==> src/rtl/synth_voice.sv <==
// Single-voice synthesiser: phase-accumulator oscillator (saw/square/triangle/noise),
// ADSR envelope, two-stage amplitude scaling and a first-order PDM output.
module synth_voice #(
   parameter int unsigned CLKSPEED = 50_000_000,
   parameter int unsigned TICK_DIV = 1024,
   parameter int unsigned DW       = 10,
   parameter int unsigned PHASE_W  = 24,
   parameter int unsigned FREQ_W   = 16
) (
   input  logic              clk,
   input  logic              rst,
   input  logic              gate,
   input  logic [1:0]        wave_sel,
   input  logic [FREQ_W-1:0] freq_word,
   input  logic [15:0]       amp_in,
   input  logic [DW-1:0]     attack_rate,
   input  logic [DW-1:0]     decay_rate,
   input  logic [DW-1:0]     sustain_lvl,
   input  logic [DW-1:0]     release_rate,
   output logic [DW-1:0]     level,
   output logic [DW-1:0]     env,
   output logic [2:0]        env_state,
   output logic              dout
);

   localparam int unsigned   CW        = (TICK_DIV > 1) ? $clog2(TICK_DIV) : 1;
   localparam logic [CW-1:0] TICK_LAST = CW'(TICK_DIV - 1);
   localparam logic [DW-1:0] ENV_MAX   = '1;

   generate
      if (TICK_DIV < 2 || PHASE_W < DW || FREQ_W > PHASE_W || DW < 2 || DW > 16 ||
          CLKSPEED < TICK_DIV) begin : g_param_check
         $error("synth_voice: illegal parameter combination");
      end
   endgenerate

   typedef enum logic [2:0] {
      StIdle    = 3'd0,
      StAttack  = 3'd1,
      StDecay   = 3'd2,
      StSustain = 3'd3,
      StRelease = 3'd4
   } env_state_t;

   logic [CW-1:0]      cnt_q;
   logic               tick, tick_q;
   logic [PHASE_W-1:0] phase_q;
   logic [15:0]        lfsr_q;
   logic               lfsr_fb;
   logic [DW-1:0]      env_q, env_d;
   env_state_t         state_q, state_d;
   logic [DW:0]        att_sum, dec_floor;
   logic [DW-1:0]      p, tri_w, wave;
   logic [2*DW-1:0]    prod_env;
   logic [DW-1:0]      m1;
   logic [DW+15:0]     prod_amp;
   logic [DW-1:0]      level_q, acc_q;
   logic [DW:0]        pdm_sum;
   logic               dout_q;

   assign tick    = (cnt_q == TICK_LAST);
   assign lfsr_fb = lfsr_q[15] ^ lfsr_q[13] ^ lfsr_q[12] ^ lfsr_q[10];

   // Envelope next-state; only committed on a tick, so gate is effectively sampled there.
   assign att_sum   = {1'b0, env_q} + {1'b0, attack_rate};
   assign dec_floor = {1'b0, sustain_lvl} + {1'b0, decay_rate};

   always_comb begin
      state_d = state_q;
      env_d   = env_q;
      unique case (state_q)
         StIdle: begin
            if (gate) state_d = StAttack;
         end
         StAttack: begin
            if (!gate) begin
               state_d = StRelease;
            end else if (att_sum >= {1'b0, ENV_MAX}) begin
               env_d   = ENV_MAX;
               state_d = StDecay;
            end else begin
               env_d = att_sum[DW-1:0];
            end
         end
         StDecay: begin
            if (!gate) begin
               state_d = StRelease;
            end else if ({1'b0, env_q} <= dec_floor) begin
               env_d   = sustain_lvl;
               state_d = StSustain;
            end else begin
               env_d = env_q - decay_rate;
            end
         end
         StSustain: begin
            if (!gate) state_d = StRelease;
            else       env_d   = sustain_lvl;
         end
         StRelease: begin
            if (gate) begin
               state_d = StAttack;
            end else if (env_q <= release_rate) begin
               env_d   = '0;
               state_d = StIdle;
            end else begin
               env_d = env_q - release_rate;
            end
         end
         default: begin
            state_d = StIdle;
            env_d   = '0;
         end
      endcase
   end

   assign p     = phase_q[PHASE_W-1 -: DW];
   assign tri_w = {p[DW-2:0], 1'b0};

   always_comb begin
      wave = p;
      case (wave_sel)
         2'd0: wave = p;
         2'd1: wave = {DW{phase_q[PHASE_W-1]}};
         2'd2: wave = phase_q[PHASE_W-1] ? ~tri_w : tri_w;
         2'd3: wave = lfsr_q[15 -: DW];
         default: wave = p;
      endcase
   end

   assign prod_env = {{DW{1'b0}}, wave} * {{DW{1'b0}}, env_q};
   assign m1       = DW'(prod_env >> DW);
   assign prod_amp = {16'b0, m1} * {{DW{1'b0}}, amp_in};
   assign pdm_sum  = {1'b0, acc_q} + {1'b0, level_q};

   always_ff @(posedge clk or posedge rst) begin
      if (rst) begin
         cnt_q   <= '0;
         tick_q  <= 1'b0;
         phase_q <= '0;
         lfsr_q  <= 16'hACE1;
         env_q   <= '0;
         state_q <= StIdle;
         level_q <= '0;
         acc_q   <= '0;
         dout_q  <= 1'b0;
      end else begin
         cnt_q  <= tick ? '0 : cnt_q + CW'(1);
         tick_q <= tick;
         if (tick) begin
            phase_q <= phase_q + PHASE_W'(freq_word);
            lfsr_q  <= {lfsr_q[14:0], lfsr_fb};
            env_q   <= env_d;
            state_q <= state_d;
         end
         // Mix one clock after the tick so it sees the freshly advanced phase/env/LFSR.
         if (tick_q) level_q <= DW'(prod_amp >> 16);
         acc_q  <= pdm_sum[DW-1:0];
         dout_q <= pdm_sum[DW];
      end
   end

   assign level     = level_q;
   assign env       = env_q;
   assign env_state = state_q;
   assign dout      = dout_q;

endmodule

==> config.mk <==
export PLATFORM = sky130hd
export DESIGN_NAME = synth_voice
export DESIGN_NICKNAME = d
export VERILOG_FILES = /design/src/rtl/synth_voice.sv
export SDC_FILE = /design/constraint.sdc
export NUM_CORES = 1
export LEC_CHECK = 0
export CAP_MARGIN = 10
export CORE_MARGIN = 2
export CORE_UTILIZATION = 35
export DETAILED_ROUTE_END_ITERATION = 8
export MAX_ROUTING_LAYER = met4
export PLACE_DENSITY = 0.57
export SKIP_LAST_GASP = 1
export SLEW_MARGIN = 10
export SYNTH_ARGS = -nofsm -noshare
export SYNTH_HDL_FRONTEND = slang
export SYNTH_SLANG_ARGS = --single-unit
==> constraint.sdc <==
create_clock -name clk -period 16.4 [get_ports clk]
set_input_delay 2.46 -clock clk [delete_from_list [all_inputs] [get_ports clk]]
set_output_delay 2.46 -clock clk [all_outputs]
set_load 0.05 [all_outputs]
==> summary by stage <==
Status
The flow ran to the end, and the final reports show no timing, DRC or antenna violations.

Power
The power share of the sequential group is 41.1%. Summed over all cells, the static leakage comes to 8.881 nW. The share of total power consumed by net switching is 29.02%.

Of the total power, combinational logic draws 19.2%. The power spent charging and discharging nets is 0.0001482 W. The internal power of the cells is 0.0003625 W. The power per standard cell area is 31.10 nW/um^2.

The relative contribution of the clock network to total power is 39.6%. IR analysis of the VDD net gives a maximum drop of 38.03 uV.

Final layout
The final core utilization is 40.13%. The net count of the finished layout is 2182. The repair_antennas step left the layout with diodes totalling 0. Relative to the synthesized area, the layout overhead comes to 13.06%. The number of inserted filler cells in the final layout is 4160. The share of cells above drive strength 1 is 3.723%.

Floorplan
The starting utilization of the core area is 35.49%. The floorplan has 74 rows. The total core area is 40920 sq um. From left edge to right edge, the die measures 207.7 um. The die span in y is 207.7 um. The die outline area is 43150 sq um. Pin placement for this block handled 101 I/O pins.

Placed design
After legalization and detailed placement, the total HPWL measured 27950 um. Routability-driven placement finished with a final weighted congestion of 0.8433. The count of port buffers added during placement is 100.

Worst setup path
STA classifies the critical path endpoint as a flop. The maximum fanout encountered on the critical timing path is 22. Among the stages of the critical path, the cell type that occurs most often is fa_1. STA classifies the critical path startpoint as a primary input. The critical path's largest stage delay is 900 ps. At the worst endpoint, the arrival time is 15270 ps. STA puts the critical path data required time at 16640 ps. The category of the most critical setup path is in2reg.

The cell with the largest stage delay on the worst path is clkdlybuf4s50_1.

GRT
Global routing finished with a remaining overflow of 0. The first global-routing pass estimated 60240 um of wire. The initial antenna violation count is 0. The overall track demand over capacity in global routing is 17.36%. Entering global routing, the biggest net connects 73 pins.

The via count of the first global-routing pass is 11990.

Yosys
During synthesis, Yosys emitted a total of 0 warnings. Of the total synthesized cell area, the portion taken by XOR and XNOR cells is 5.367%. For this run, the register share of the synthesized area comes to 14.71%. The compound-cell area share of the yosys netlist is 12.37%. The primary flip-flop cell chosen by synthesis mapping is dfrtp_1. The cell area that synthesis handed to floorplanning was 14530 sq um. The portion of synthesized area spent on multiplexers is 1.215%. After synthesis the netlist holds a flip-flop and latch count of 85. In the synthesized netlist, the number of instances is 1668. The area share of fa/ha/maj cells after synthesis is 40.45%. The average cell area after synthesis is 8.708 sq um. The post-synth net total is 2109. Of all flip-flops after synthesis, the portion carrying an async set or reset was 100.0%.

By area, the combinational part of the netlist is dominated by adder cells. Yosys mapped the design onto 69 distinct sky130hd cell types. Counting flops with a built-in enable in the synthesized netlist gives 0. Of the total synthesized cell area, the portion taken by AND, OR, NAND and NOR gates is 17.80%.

Clock tree
The CTS tree is done. Buffers added to address setup during post-CTS repair amount to 0. Clock-pin slew was measured on the worst setup and hold paths at 70 ps. The H-tree was split into 3 levels. The clock root buffer is clkbuf_16. The clock latency at the later pin of the worst-skew pair is 350 ps. Clock tree synthesis inserted a total of 9 buffers. The count of hold-fix buffers inserted at cts is 0. The TritonCTS sink count is 85. No sink is reached through more buffers than the 2 on the longest clock path. Once the clock tree was built, the resizer swapped 0 gates to a different size.

Timing
The number of slew-limit violations in the final report is 0. Setup repair after global routing left no endpoint under its margin. In this run the tightest slew margin relative to its limit is 32.62%. At the pin with the least slew margin, the transition time is 1006 ps.

Setup violations remaining at the end of the flow were counted as 0. The count of final hold-check violations was 0. The final worst-path cycle share is 91.63%. Based on the critical path, the design can be clocked at up to 66.55 MHz. The clock period minus final worst setup slack is 15030 ps. The clock skew after layout is 9.217 ps. Summed over all failing endpoints, the final setup total negative slack is 0 ps.

Routing
The routed layout has 11200 vias. For this block, the initial DRC count from the detailed router was 510. For this block, the routed nets add up to 34570 um of wire.

The detail route stage leaves a number of antenna-violating nets equal to 0. The detail-routed via count per cell is 4.916. In the routed design, unresolved DRC markers number 0. The first TritonRoute pass finished after 5 iterations.

The detail-routed net length per standard cell is 15.18 um.

Hold path
The worst hold path class is reg2reg.

Job
The max-cap check violation count is 0.
[path summary, 6_finish.rpt]
kind | start | end | slack, ps | depth (start not counted)
setup / recovery | wave_sel[0] | level[9] | 1370 | 44
hold / removal | lfsr_q[5] | lfsr_q[5] | 460 | 2
setup reg to reg | phase_q[23] | level[9] | 3920 | 43
hold reg to reg | lfsr_q[5] | lfsr_q[5] | 460 | 2
max in group asynchronous | rst | level[6] | 12830 | 3
min in group asynchronous | rst | phase_q[7] | 2350 | 2
[per-stage QoR]
step / power [W] / std cells / hold WS (ps) / area, sq um / worst slack [ps]
after floorplan: 0.0002713 / 1668 / 434.6 / 14530 / 2487
after global placement: 0.0003111 / 2262 / 447.9 / 16120 / 1166
after detailed placement: 0.0003123 / 2262 / 449.9 / 16120 / 800.4
after CTS: 0.0005198 / 2278 / 467.4 / 16410 / 1164
after global routing: 0.0005392 / 2278 / 491.7 / 16420 / 403.3
final: 0.0005107 / 2278 / 462.1 / 16420 / 1373
[worst max-delay path: cells and delay by family]
family,cells,cell delay [ps]
multiplexers,1,260
adder cells (fa/ha/maj),12,5730
XOR/XNOR,2,460
AND/OR/NAND/NOR,5,880
AO/OA/AOI/OAI,15,4020
buffers and inverters,9,1420
[Yosys cell counts, types with 8 or more instances]
cell | number | area share, %
nand2b_1 | 10 | 0.43
o21a_1 | 8 | 0.41
ha_1 | 188 | 16
a21oi_1 | 73 | 2.5
fa_1 | 176 | 24
o21ai_0 | 72 | 2.5
and3_1 | 14 | 0.60
mux2i_1 | 12 | 0.83
and2_1 | 139 | 6.0
nand4_1 | 9 | 0.39
a21o_1 | 32 | 1.7
nor2b_1 | 11 | 0.47
dfstp_2 | 8 | 1.4
clkbuf_1 | 39 | 1.0
inv_1 | 251 | 6.5
o21bai_1 | 9 | 0.47
nand2_1 | 233 | 6.0
o211ai_1 | 9 | 0.47
a22oi_1 | 9 | 0.47
buf_1 | 14 | 0.36
xnor2_1 | 52 | 3.1
a31oi_1 | 12 | 0.52
dfrtp_1 | 77 | 13
nand3_1 | 24 | 0.83
xor2_1 | 37 | 2.2
nor2_1 | 39 | 1.0
nand3b_1 | 10 | 0.52
nor3_1 | 9 | 0.31
[flip-flops by register name, indices dropped and copies added, names as in the netlist]
| name | cells |
|---|---|
| env | 10 |
| env_state | 3 |
| cnt_q | 10 |
| acc_q | 10 |
| dout | 1 |
| level | 10 |
| phase_q | 24 |
| lfsr_q | 16 |
| tick_q | 1 |
[cell type report]
class / count / area (sq um) / area share, %
inverter: 254 / 954.7 / 5.813
multi-input combinational: 1272 / 11230 / 68.37
timing repair buffer: 119 / 1144 / 6.964
clock inverter: 6 / 53.80 / 0.3276
clock buffer: 10 / 239.0 / 1.455
sequential: 85 / 2137 / 13.01
tap: 532 / 665.6 / 4.053
[power groups by stage]
stage	combinational [W]	sequential, W	clock [W]
CTS	0.0000990	0.000210	0.000211
global placement	0.0000971	0.000214	0
floorplan	0.0000571	0.000214	0
detailed placement	0.0000983	0.000214	0
finish	0.0000982	0.000210	0.000202
global route	0.000110	0.000210	0.000219
[metal layers]
| layer | wire [um] | global-route usage (%) | share of wire, % |
|---|---|---|---|
| met4 | 363 | 3.399 | 1.0 |
| met2 | 16300 | 28.70 | 47 |
| met5 | 0 | - | 0 |
| met1 | 16740 | 23.24 | 48 |
| met3 | 1176 | 1.770 | 3.4 |
[kinds of logic (layout without fill, tap and decap cells)]
family	after synthesis	count (layout)
AO/OA/AOI/OAI	280	280
XOR/XNOR	89	89
adder cells (fa/ha/maj)	364	364
buffers and inverters	311	389
flip-flops	85	85
multiplexers	17	17
AND/OR/NAND/NOR	522	522
[cell usage in the layout, fill, tap and decap left out, types with 10 or more instances in the layout]
| cell type | n |
|---|---|
| nand2_1 | 233 |
| a31oi_1 | 12 |
| xor2_1 | 37 |
| ha_1 | 188 |
| o21ai_0 | 72 |
| inv_1 | 250 |
| dfrtp_1 | 77 |
| xnor2_1 | 50 |
| a21oi_1 | 73 |
| a21o_1 | 32 |
| fa_1 | 176 |
| clkdlybuf4s50_1 | 100 |
| and3_1 | 14 |
| nand2b_1 | 10 |
| nor2_1 | 39 |
| buf_4 | 19 |
| nand3_1 | 24 |
| nor2b_1 | 11 |
| mux2i_1 | 12 |
| nand3b_1 | 10 |
| and2_1 | 139 |
(Power assumes the default switching activity.)
